## config.mk

```make
export PLATFORM = sky130hd
export DESIGN_NAME = div_operand_mux_reg
export DESIGN_NICKNAME = d
export VERILOG_FILES = /design/src/rtl/div_operand_mux_reg.sv
export SDC_FILE = /design/constraint.sdc
export NUM_CORES = 1
export LEC_CHECK = 0
export ABC_AREA = 1
export CAP_MARGIN = 20
export CORE_MARGIN = 2
export CORE_UTILIZATION = 25
export DETAILED_ROUTE_END_ITERATION = 7
export PLACE_DENSITY = 0.49
export REMOVE_ABC_BUFFERS = 1
export SKIP_CTS_REPAIR_TIMING = 1
export SLEW_MARGIN = 5
export SYNTH_ARGS = -nofsm -noshare
export SYNTH_HDL_FRONTEND = slang
export SYNTH_SLANG_ARGS = --single-unit
```

## constraint.sdc

```tcl
create_clock -name Clock -period 1 [get_ports Clock]
set_input_delay 0.1 -clock Clock [delete_from_list [all_inputs] [get_ports Clock]]
set_output_delay 0.1 -clock Clock [all_outputs]
set_load 0.01 [all_outputs]
```

## src/rtl/div_operand_mux_reg.sv

```systemverilog
// div_operand_mux_reg: registered operand / partial-remainder select for the
// signed divider. It loads an extended A on Start and then accepts STEPS
// feedback words on B. After the last word it raises a one-cycle Done pulse.
// Optional build macro: ABORT_EN adds an Abort input that cancels a running
// operation.
module div_operand_mux_reg #(
    parameter int unsigned A_WIDTH = 4,
    parameter int unsigned B_WIDTH = 6,
    parameter int unsigned STEPS   = 4,
    parameter int unsigned CNT_W   = $clog2(STEPS + 1)
) (
    input  logic               Clock,
    input  logic               Reset,
    input  logic               Start,
    input  logic [A_WIDTH-1:0] A,
    input  logic               A_Signed,
    input  logic [B_WIDTH-1:0] B,
    input  logic               B_Valid,
`ifdef ABORT_EN
    input  logic               Abort,
`endif
    output logic [B_WIDTH-1:0] MUX_Out,
    output logic               Busy,
    output logic               Done,
    output logic [CNT_W-1:0]   Step_Count
);

    typedef enum logic [1:0] {
        IDLE = 2'd0,
        RUN  = 2'd1,
        DONE = 2'd2
    } state_t;

    localparam logic [CNT_W-1:0] LAST_IDX = CNT_W'(STEPS - 1);

    state_t             state;
    logic [B_WIDTH-1:0] ext_a;
    logic               abort_req;

`ifdef ABORT_EN
    assign abort_req = Abort;
`else
    assign abort_req = 1'b0;
`endif

    // Widen A to the datapath width; equal widths pass straight through
    generate
        if (B_WIDTH > A_WIDTH) begin : g_ext
            always_comb ext_a = {{(B_WIDTH - A_WIDTH){A_Signed & A[A_WIDTH-1]}}, A};
        end else begin : g_noext
            always_comb ext_a = B_WIDTH'(A);
        end
    endgenerate

    // Control FSM and registered outputs; Done defaults low so it pulses once
    always_ff @(posedge Clock) begin
        if (!Reset) begin
            state      <= IDLE;
            MUX_Out    <= '0;
            Busy       <= 1'b0;
            Done       <= 1'b0;
            Step_Count <= '0;
        end else begin
            Done <= 1'b0;
            case (state)
                RUN: begin
                    if (abort_req) begin
                        // cancel: outputs hold, no completion pulse
                        state <= IDLE;
                        Busy  <= 1'b0;
                    end else if (B_Valid) begin
                        MUX_Out    <= B;
                        Step_Count <= Step_Count + CNT_W'(1);
                        if (Step_Count == LAST_IDX) begin
                            state <= DONE;
                            Busy  <= 1'b0;
                            Done  <= 1'b1;
                        end
                    end
                end
                IDLE, DONE: begin
                    // DONE accepts Start like IDLE for back-to-back operations
                    if (Start) begin
                        state      <= RUN;
                        MUX_Out    <= ext_a;
                        Step_Count <= '0;
                        Busy       <= 1'b1;
                    end else begin
                        state <= IDLE;
                    end
                end
                default: begin
                    state <= IDLE;
                    Busy  <= 1'b0;
                end
            endcase
        end
    end

endmodule

```

==> flow_summary.toml, run 1 <==
[floorplanning]
initial_core_util_pct = 26.8
die_w_um = 56.0
std_cell_rows = 18
floorplan.die.height_um = 56.0
fp.dieArea_um2 = 3130
coreArea_um2 = 2520
num_io_pins = 26

[synthesis]
avgSynthCellArea_um2 = 7.11
yosysUniqueCellTypes = 16
synth.top_cells.by_area = "dfxtp_1 (39%), nand2_1 (15%), nand3_1 (8.1%)"
syn_inst = 95
ys_seq_area_share_pct = 38.5
syn_area_um2 = 676
yosysTopAreaCellShare_pct = 38.5
synth_top_family_by_area = "simple AND/OR/NAND/NOR gates"
synth_seq_cells = 13
yosys.area_share.xor_xnor_pct = 0
synthAdderAreaFrac_pct = 3.70
yosys.area_share.simple_pct = 35.4
yosys_warnings = 0
synth-compound-area-share_pct = 7.41
synth.mux.area_fraction_pct = 0
yosys.area.top_type = "dfxtp_1"

[worst_setup_path]
slowest_stage = "dfxtp_4"
crit_fanout = 3
crit_path_max_incr_delay_ns = 0.37
crit_path_cell_trace = "ha_4, ha_4, inv_2, nand3_2, a21oi_2"
cp.arrival_ns = 1.20
path_class = "register to register"
cp-start-kind = "register"
regToRegSetupSlack_ns = -0.03
required_ns = 1.17
crit_top_cell = "ha_4"
cp-end-kind = "register"

[timing]
skew_ns = 0.00683
slew-limit-headroom_pct = 72.2
fin_crit_ns = 1.03
fmax_ghz = 0.974
grt_setup_unrepaired = "true"
fin_tns_setup_ns = -0.0523
fin_crit_sh_pct = 103
finalHoldViolations = 0
slew_violations = 0
fin_ws_ns = -0.0265
setup_viol_count_final = 3
worst_pin_slew_ns = 0.416

[routing]
num_vias = 732
via_per_inst = 4.36
routed_wl_mm = 1.91
drt-pass1-iter-count = 4
drtIter0Drc = 5
route.detailed.drc = 0
wl_per_cell_um = 11.4
postRouteAntennaNets = 0

[cts]
numCtsBuffers = 3
cts_root_buffer = "clkbuf_4"
cts_max_path_buffers = 2
insertion_delay_ns = 0.27
cts_tree = "yes"
cts_sinks = 13
clk_pin_slew_worst_paths_ns = 0.09
h-tree-depth = 1

[grt]
antenna_found_initial = 0
grt_pass1_vias = 660
grt_pass1_wl_mm = 2.81
track_usage_pct = 11.0
grt_overflow = 0
grt_max_degree = 15

[pwr]
switching_share_pct = 31.0
total_leakage_power_nw = 0.732
peakVddDrop_v = 0.000657
power.net_switching_mw = 0.426
p_clk_share_pct = 24.3
p_per_area_nw_per_um2 = 1030
power.internal_mw = 0.947
combinationalPowerShare_pct = 33.5
p_seq_share_pct = 42.3
finalPower_mw = 1.37

[outcome]
status = "finished with violations"
violations = "setup timing"

[place]
place_congestion = 0.773
place_hpwl_mm = 1.27
portBuffers = 25

[run]
cap_violations = 0

[final_layout]
drive_above_1_share_pct = 44.2
nNetsFinal = 156
synthToLayoutAreaGrowth_pct = 97.2
antenna_cells = 0

[min_path]
hold_path.class = "primary input to register"
==> power by group through the flow <==
stage / sequential (mW) / combinational (mW) / clock, mW
2_1_floorplan: 0.605 / 0.126 / 0
3_3_place_gp: 0.591 / 0.337 / 0
3_5_place_dp: 0.591 / 0.338 / 0
4_1_cts: 0.579 / 0.340 / 0.345
5_1_grt: 0.587 / 0.504 / 0.369
6_report: 0.581 / 0.460 / 0.333
==> cells in the mapped netlist <==
master,instances
nor2_4,1
nor4_1,2
a21oi_1,10
inv_4,1
nor2_1,8
nand3_1,11
nand2_1,27
buf_2,1
nand3_4,1
buf_6,4
dfxtp_1,13
nand2_2,1
ha_1,2
inv_2,1
nor3_1,1
inv_1,11
==> per-layer routing <==
layer	part of all wire [%]	global-route usage (%)	up-vias	routed length (um)
li1	-	-	387	-
met1	46	15.7	325	881
met2	48	16.0	20	910
met3	6.0	3.49	0	115
met4	0	3.06	0	0
met5	0	0	-	0
==> state kept, by name, summed over array words and instances (netlist names) <==
signal and count:
Done 1, state 2, MUX_Out 6, Busy 1, Step_Count 3
==> kinds of logic after synthesis <==
| group | Yosys count |
|---|---|
| flops | 13 |
| simple gates | 52 |
| buf+inv | 18 |
| fa+ha+maj | 2 |
| compound gates | 10 |
==> metrics by stage <==
step	utilization, %	setup WS [ns]	hold slack (ns)	std cells	cell area (um^2)
2_1_floorplan	-	-0.0961	0.221	90	626
3_3_place_gp	39.7	-0.208	0.522	155	1000
3_5_place_dp	39.7	-0.231	0.528	155	1000
4_1_cts	40.8	-0.330	0.501	159	1030
5_1_grt	52.8	-0.0650	0.323	168	1330
6_report	52.8	-0.0265	0.325	168	1330
==> cell usage in the layout (no fill, tap or decap) <==
cell type        count
buf_6                4
inv_1                9
nand3_1              4
nand2_8              2
dfxtp_2              1
nand2_2              8
clkinv_2             1
a21oi_1              5
dfxtp_1             10
nor2_2               2
ha_4                 2
nand3_2              6
nor2_1               6
inv_2                3
nand3_4              3
a21oi_2              5
clkdlybuf4s50_1     12
nor4_1               2
buf_12               2
inv_8                1
dlymetal6s2s_1      12
nor2_4               1
nand2_1             17
nor3_2               1
buf_4               12
clkbuf_4             3
nand2_4              2
dfxtp_4              2
==> path summary, 6_finish.rpt <==
check / start / to / cells after the start
max: Step_Count[0]$_SDFFE_PN0P_ / Step_Count[2]$_SDFFE_PN0P_ / 5
min: Start / state[0]$_SDFFE_PN0P_ / 3
max reg2reg: Step_Count[0]$_SDFFE_PN0P_ / Step_Count[2]$_SDFFE_PN0P_ / 5
min reg2reg: Busy$_SDFFE_PN0P_ / Busy$_SDFFE_PN0P_ / 2
==> critical path: cells and delay by family (launching register included) <==
| kind | cells | cell delay (ns) |
|---|---|---|
| and+or+nand+nor | 1 | 0.06 |
| AOI/OAI and AO/OA | 1 | 0.05 |
| adders and majority gates | 2 | 0.42 |
| DFF | 1 | 0.37 |
| buffers and inverters | 1 | 0.03 |
==> area by class of cell <==
| type | instances | area, um^2 |
|---|---|---|
| inverter | 13 | 56.3 |
| tap | 30 | 37.5 |
| timing repair buffer | 42 | 445 |
| clock buffer | 3 | 22.5 |
| clock inverter | 1 | 5.00 |
| multi-input combinational | 66 | 497 |
| fill | 255 | 1190 |
| sequential | 13 | 269 |
No activity file was read; power rests on OpenSTA's default activity.
==> inputs of run 2 (changes only) <==
- SETUP_SLACK_MARGIN: not set -> 0.5
==> flow_summary.toml, run 2 (same netlist as run 1, synthesis figures left out) <==
[outcome]
status = "finished with violations"
violations = "setup timing"

[routing]
wl_per_cell_um = 10.7
route.detailed.drc = 0
num_vias = 715
drtIter0Drc = 15
routed_wl_mm = 1.74
drt-pass1-iter-count = 2
via_per_inst = 4.39
postRouteAntennaNets = 0

[pwr]
switching_share_pct = 29.9
p_per_area_nw_per_um2 = 1110
power.internal_mw = 0.912
total_leakage_power_nw = 0.540
peakVddDrop_v = 0.000588
p_clk_share_pct = 25.4
p_seq_share_pct = 45.0
power.net_switching_mw = 0.388
combinationalPowerShare_pct = 29.6

[final_layout]
synthToLayoutAreaGrowth_pct = 73.5
antenna_cells = 0
nNetsFinal = 151
regMostFlops = "MUX_Out"
largest_reg_flops = 6
drive_above_1_share_pct = 46.6
top_regs = "MUX_Out (6), Step_Count (3), state (2)"
utilization_pct = 46.5
layout_commonest_cell = "nand2_1"
final_cell_mix = "nand2_1 (20), clkdlybuf4s50_1 (14), buf_4 (12), inv_1 (10), nand3_1 (9)"

[cts]
insertion_delay_ns = 0.28
h-tree-depth = 1
clk_pin_slew_worst_paths_ns = 0.09
numCtsBuffers = 3
cts_root_buffer = "clkbuf_4"
cts_max_path_buffers = 2
cts_tree = "yes"
cts_sinks = 13

[worst_setup_path]
crit_path_max_incr_delay_ns = 0.37
cp-end-kind = "register"
cp.arrival_ns = 1.27
crit_path_cell_trace = "ha_4, ha_4, inv_2, nand3_2, a21oi_2"
cp-start-kind = "register"
critPathBufInv = 1
crit_fanout = 3
crit_path_start = "Step_Count[0]$_SDFFE_PN0P_"
required_ns = 1.22
path_class = "register to register"
slowest_stage = "dfxtp_4"
regToRegSetupSlack_ns = -0.05
r2r-start = "Step_Count[0]$_SDFFE_PN0P_"
crit_top_cell = "ha_4"
cp_top_family = "adder cells"

[floorplanning]
num_io_pins = 26
initial_core_util_pct = 26.8
floorplan.die.height_um = 56.0
fp.dieArea_um2 = 3130
std_cell_rows = 18
die_w_um = 56.0
coreArea_um2 = 2520

[timing]
slew-limit-headroom_pct = 83.6
worst_pin_slew_ns = 0.245
hold-worst-slack_ns = 0.497
skew_ns = 0.00798
slew_violations = 0
fin_tns_setup_ns = -0.0961
fin_ws_ns = -0.0491
fmax_ghz = 0.953
setup_viol_count_final = 4
finalHoldViolations = 0
grt_setup_unrepaired = "true"
fin_crit_ns = 1.05
fin_crit_sh_pct = 105

[min_path]
hp-start = "B[4]"
hold_path.class = "primary input to register"

[place]
place_congestion = 0.773
portBuffers = 25
place_hpwl_mm = 1.27
dp_slack_ns = -0.231

[grt]
grt_pass1_vias = 660
grt_max_degree = 15
antenna_found_initial = 0
grt_pass1_wl_mm = 2.81
track_usage_pct = 11.0
grt_overflow = 0

[run]
cap_violations = 0
run 2: layout make-up:
cell class                      count  area, um^2
Clock buffer                        3        22.5
Sequential cell                    13         279
Tap cell                           30        37.5
Inverter                           13        51.3
Clock inverter                      1        5.00
Multi-Input combinational cell     64         417
Timing Repair Buffer               39         360
Fill cell                         285        1350
run 2: per-stage QoR:
stage	total power [mW]	cells	instance area (um^2)
final	1.30	163	1170
after floorplan	0.731	90	626
after global placement	0.928	155	1000
after detailed placement	0.928	155	1000
after CTS	1.26	159	1030
after global routing	1.38	163	1170
run 2: power by group through the flow:
stage                     sequential, mW  clock [mW]  combinational [mW]
after floorplan                    0.605           0               0.126
after global placement             0.591           0               0.337
after detailed placement           0.591           0               0.338
after CTS                          0.579       0.345               0.340
after global routing               0.591       0.361               0.428
final                              0.585       0.330               0.385
run 2: path summary, 6_finish.rpt:
kind / to / cells after the start
worst max-delay path: Step_Count[2]$_SDFFE_PN0P_ / 5
worst min-delay path: MUX_Out[4]$_SDFFE_PN0P_ / 5
worst max register to register: Step_Count[2]$_SDFFE_PN0P_ / 5
worst min register to register: Busy$_SDFFE_PN0P_ / 2
run 2: worst reg2reg max path: cells and delay by family, from the launching register on:
kind                     cells  cell delay, ns
adder cells (fa/ha/maj)      2            0.39
buffers and inverters        1            0.05
flip-flops                   1            0.37
AND/OR/NAND/NOR              1            0.06
AO/OA/AOI/OAI                1            0.11
run 2: layer usage:
layer / share of wire, % / GRT usage (%) / vias to the layer above
li1: - / - / 376
met1: 48 / 15.7 / 321
met2: 46 / 16.0 / 18
met3: 6.8 / 3.49 / 0
met4: 0 / 3.06 / 0
met5: 0 / 0 / -
==> inputs of run 3 (changes only) <==
- CORE_UTILIZATION: 25 -> 37
- PLACE_DENSITY: 0.49 -> 0.72
==> flow_summary.toml, run 3 (same netlist as run 1, synthesis figures left out) <==
[outcome]
status = "finished with violations"
violations = "setup timing"

[floorplanning]
num_io_pins = 26
initial_core_util_pct = 39.1
die_w_um = 46.7
floorplan.die.height_um = 46.7
coreArea_um2 = 1730
std_cell_rows = 15
fp.dieArea_um2 = 2180

[timing]
worst_pin_slew_ns = 0.245
finalHoldViolations = 0
fin_tns_setup_ns = -0.0461
fin_crit_sh_pct = 103
setup_viol_count_final = 2
slew_violations = 0
grt_setup_unrepaired = "true"
fmax_ghz = 0.972
fin_ws_ns = -0.0287
skew_ns = 0.00122
fin_crit_ns = 1.03
slew-limit-headroom_pct = 83.5

[worst_setup_path]
crit_path_cell_trace = "ha_4, ha_4, inv_2, nand3_2, a21oi_2"
crit_path_max_incr_delay_ns = 0.37
cp.arrival_ns = 1.25
cp-end-kind = "register"
path_depth = 5
crit_fanout = 4
reg2reg_to = "Step_Count[2]$_SDFFE_PN0P_"
cp_top_family = "adder cells"
slowest_stage = "dfxtp_4"
r2r-start = "Step_Count[0]$_SDFFE_PN0P_"
reg2reg_depth = 5
critPathBufInv = 1
cp-start-kind = "register"
regToRegSetupSlack_ns = -0.03
crit_top_cell = "ha_4"
required_ns = 1.23
path_class = "register to register"

[final_layout]
synthToLayoutAreaGrowth_pct = 61.1
top_regs = "MUX_Out (6), Step_Count (3), state (2)"
drive_above_1_share_pct = 37.2
nNetsFinal = 147
utilization_pct = 63.0
regMostFlops = "MUX_Out"
largest_reg_flops = 6
antenna_cells = 0
final_cells = 154
n_fill_cell = 157
layout_commonest_cell = "nand2_1"
final_cell_mix = "nand2_1 (25), clkdlybuf4s50_1 (14), inv_1 (10), nand3_1 (10), buf_4 (10)"

[min_path]
min_path_cells = 1
hold_path.class = "register to register"
hp-start = "Step_Count[0]$_SDFFE_PN0P_"
whs_endpoint = "Step_Count[0]$_SDFFE_PN0P_"

[grt]
grt_pass1_wl_mm = 2.45
top_usage_layer = "met2"
use_met1_pct = 19.9
gr-usage-met3_pct = 3.85
track_usage_pct = 16.1
antenna_found_initial = 0
grt_use_met2_pct = 25.3
grt_max_degree = 15
grt_pass1_vias = 613
grt_overflow = 0

[routing]
via_per_inst = 4.61
wl_per_cell_um = 10.6
route.detailed.drc = 0
drtIter0Drc = 9
routed_wl_mm = 1.63
postRouteAntennaNets = 0
num_vias = 710
drt-pass1-iter-count = 4

[pwr]
peakVddDrop_v = 0.000618
total_leakage_power_nw = 0.504
switching_share_pct = 29.3
power.internal_mw = 0.905
p_seq_share_pct = 45.8
p_clk_share_pct = 26.6
combinationalPowerShare_pct = 27.6
power.net_switching_mw = 0.375
p_per_area_nw_per_um2 = 1180

[place]
place_hpwl_mm = 1.14
portBuffers = 25
place_congestion = 0.739
dp.cells = 148

[cts]
cts_root_buffer = "clkbuf_4"
insertion_delay_ns = 0.28
cts_tree = "yes"
cts_max_path_buffers = 2
numCtsBuffers = 3
h-tree-depth = 1
cts_sinks = 13
clk_pin_slew_worst_paths_ns = 0.08

[run]
cap_violations = 0
## run 3: cell types whose count changed in the layout (fill, tap and decap cells not counted), moves of 2 or more
| cell | previous run | this run |
|---|---|---|
| nand2_2 | 4 | 1 |
| a21oi_2 | 5 | 2 |
| buf_4 | 12 | 10 |
| clkbuf_2 | 3 | 1 |
| a21oi_1 | 5 | 8 |
| nand2_1 | 20 | 25 |
| nand2_4 | 4 | 1 |
| dfxtp_2 | 6 | 8 |
## run 3: per-layer routing
layer  wire [um]  up-vias  share of wire, %
met5           0        -                 0
met4          26        0               1.6
met3          65        3               4.0
met2         809       19                50
met1         731      321                45
li1            -      367                 -
## run 3: cell type report
cell class                 count  area, um^2  area share, %
sequential                    13         278           25.5
tap                           25        31.3           2.87
clock buffer                   4        26.3           2.41
multi-input combinational     64         382           35.1
inverter                      13        51.3           4.71
timing repair buffer          35         320           29.4
## run 3: power groups by stage
stage	registers [mW]	clock network (mW)	logic, mW
final	0.586	0.341	0.353
after global routing	0.591	0.380	0.392
after CTS	0.575	0.349	0.329
after detailed placement	0.588	0	0.326
after global placement	0.588	0	0.319
after floorplan	0.605	0	0.126
## run 3: metrics by stage
| stage | area (um^2) | hold WS (ns) | setup slack [ns] | power (mW) |
|---|---|---|---|---|
| 5_1_grt | 1090 | 0.482 | -0.0886 | 1.36 |
| 2_1_floorplan | 626 | 0.221 | -0.0961 | 0.731 |
| 3_5_place_dp | 967 | 0.475 | -0.230 | 0.914 |
| 6_report | 1090 | 0.463 | -0.0287 | 1.28 |
| 3_3_place_gp | 967 | 0.493 | -0.181 | 0.907 |
| 4_1_cts | 993 | 0.503 | -0.335 | 1.25 |
## run 3: worst max path at each step
stage	from	endpoint	slack [ns]
floorplan	Step_Count[0]$_SDFFE_PN0P_	Step_Count[2]$_SDFFE_PN0P_	-0.1
global placement	B_Valid	MUX_Out[5]$_SDFFE_PN0P_	-0.18
detailed placement	B_Valid	MUX_Out[4]$_SDFFE_PN0P_	-0.23
CTS	Step_Count[0]$_SDFFE_PN0P_	Step_Count[0]	-0.33
global route	state[0]$_SDFFE_PN0P_	Step_Count[1]$_SDFFE_PN0P_	-0.09
finish	Step_Count[0]$_SDFFE_PN0P_	Step_Count[2]$_SDFFE_PN0P_	-0.03
## run 3: worst register-to-register path: cells and delay by family, from the launching register on
family / cells / cell delay [ns]
adder cells (fa/ha/maj): 2 / 0.39
AO/OA/AOI/OAI: 1 / 0.11
flip-flops: 1 / 0.37
buffers and inverters: 1 / 0.04
AND/OR/NAND/NOR: 1 / 0.07
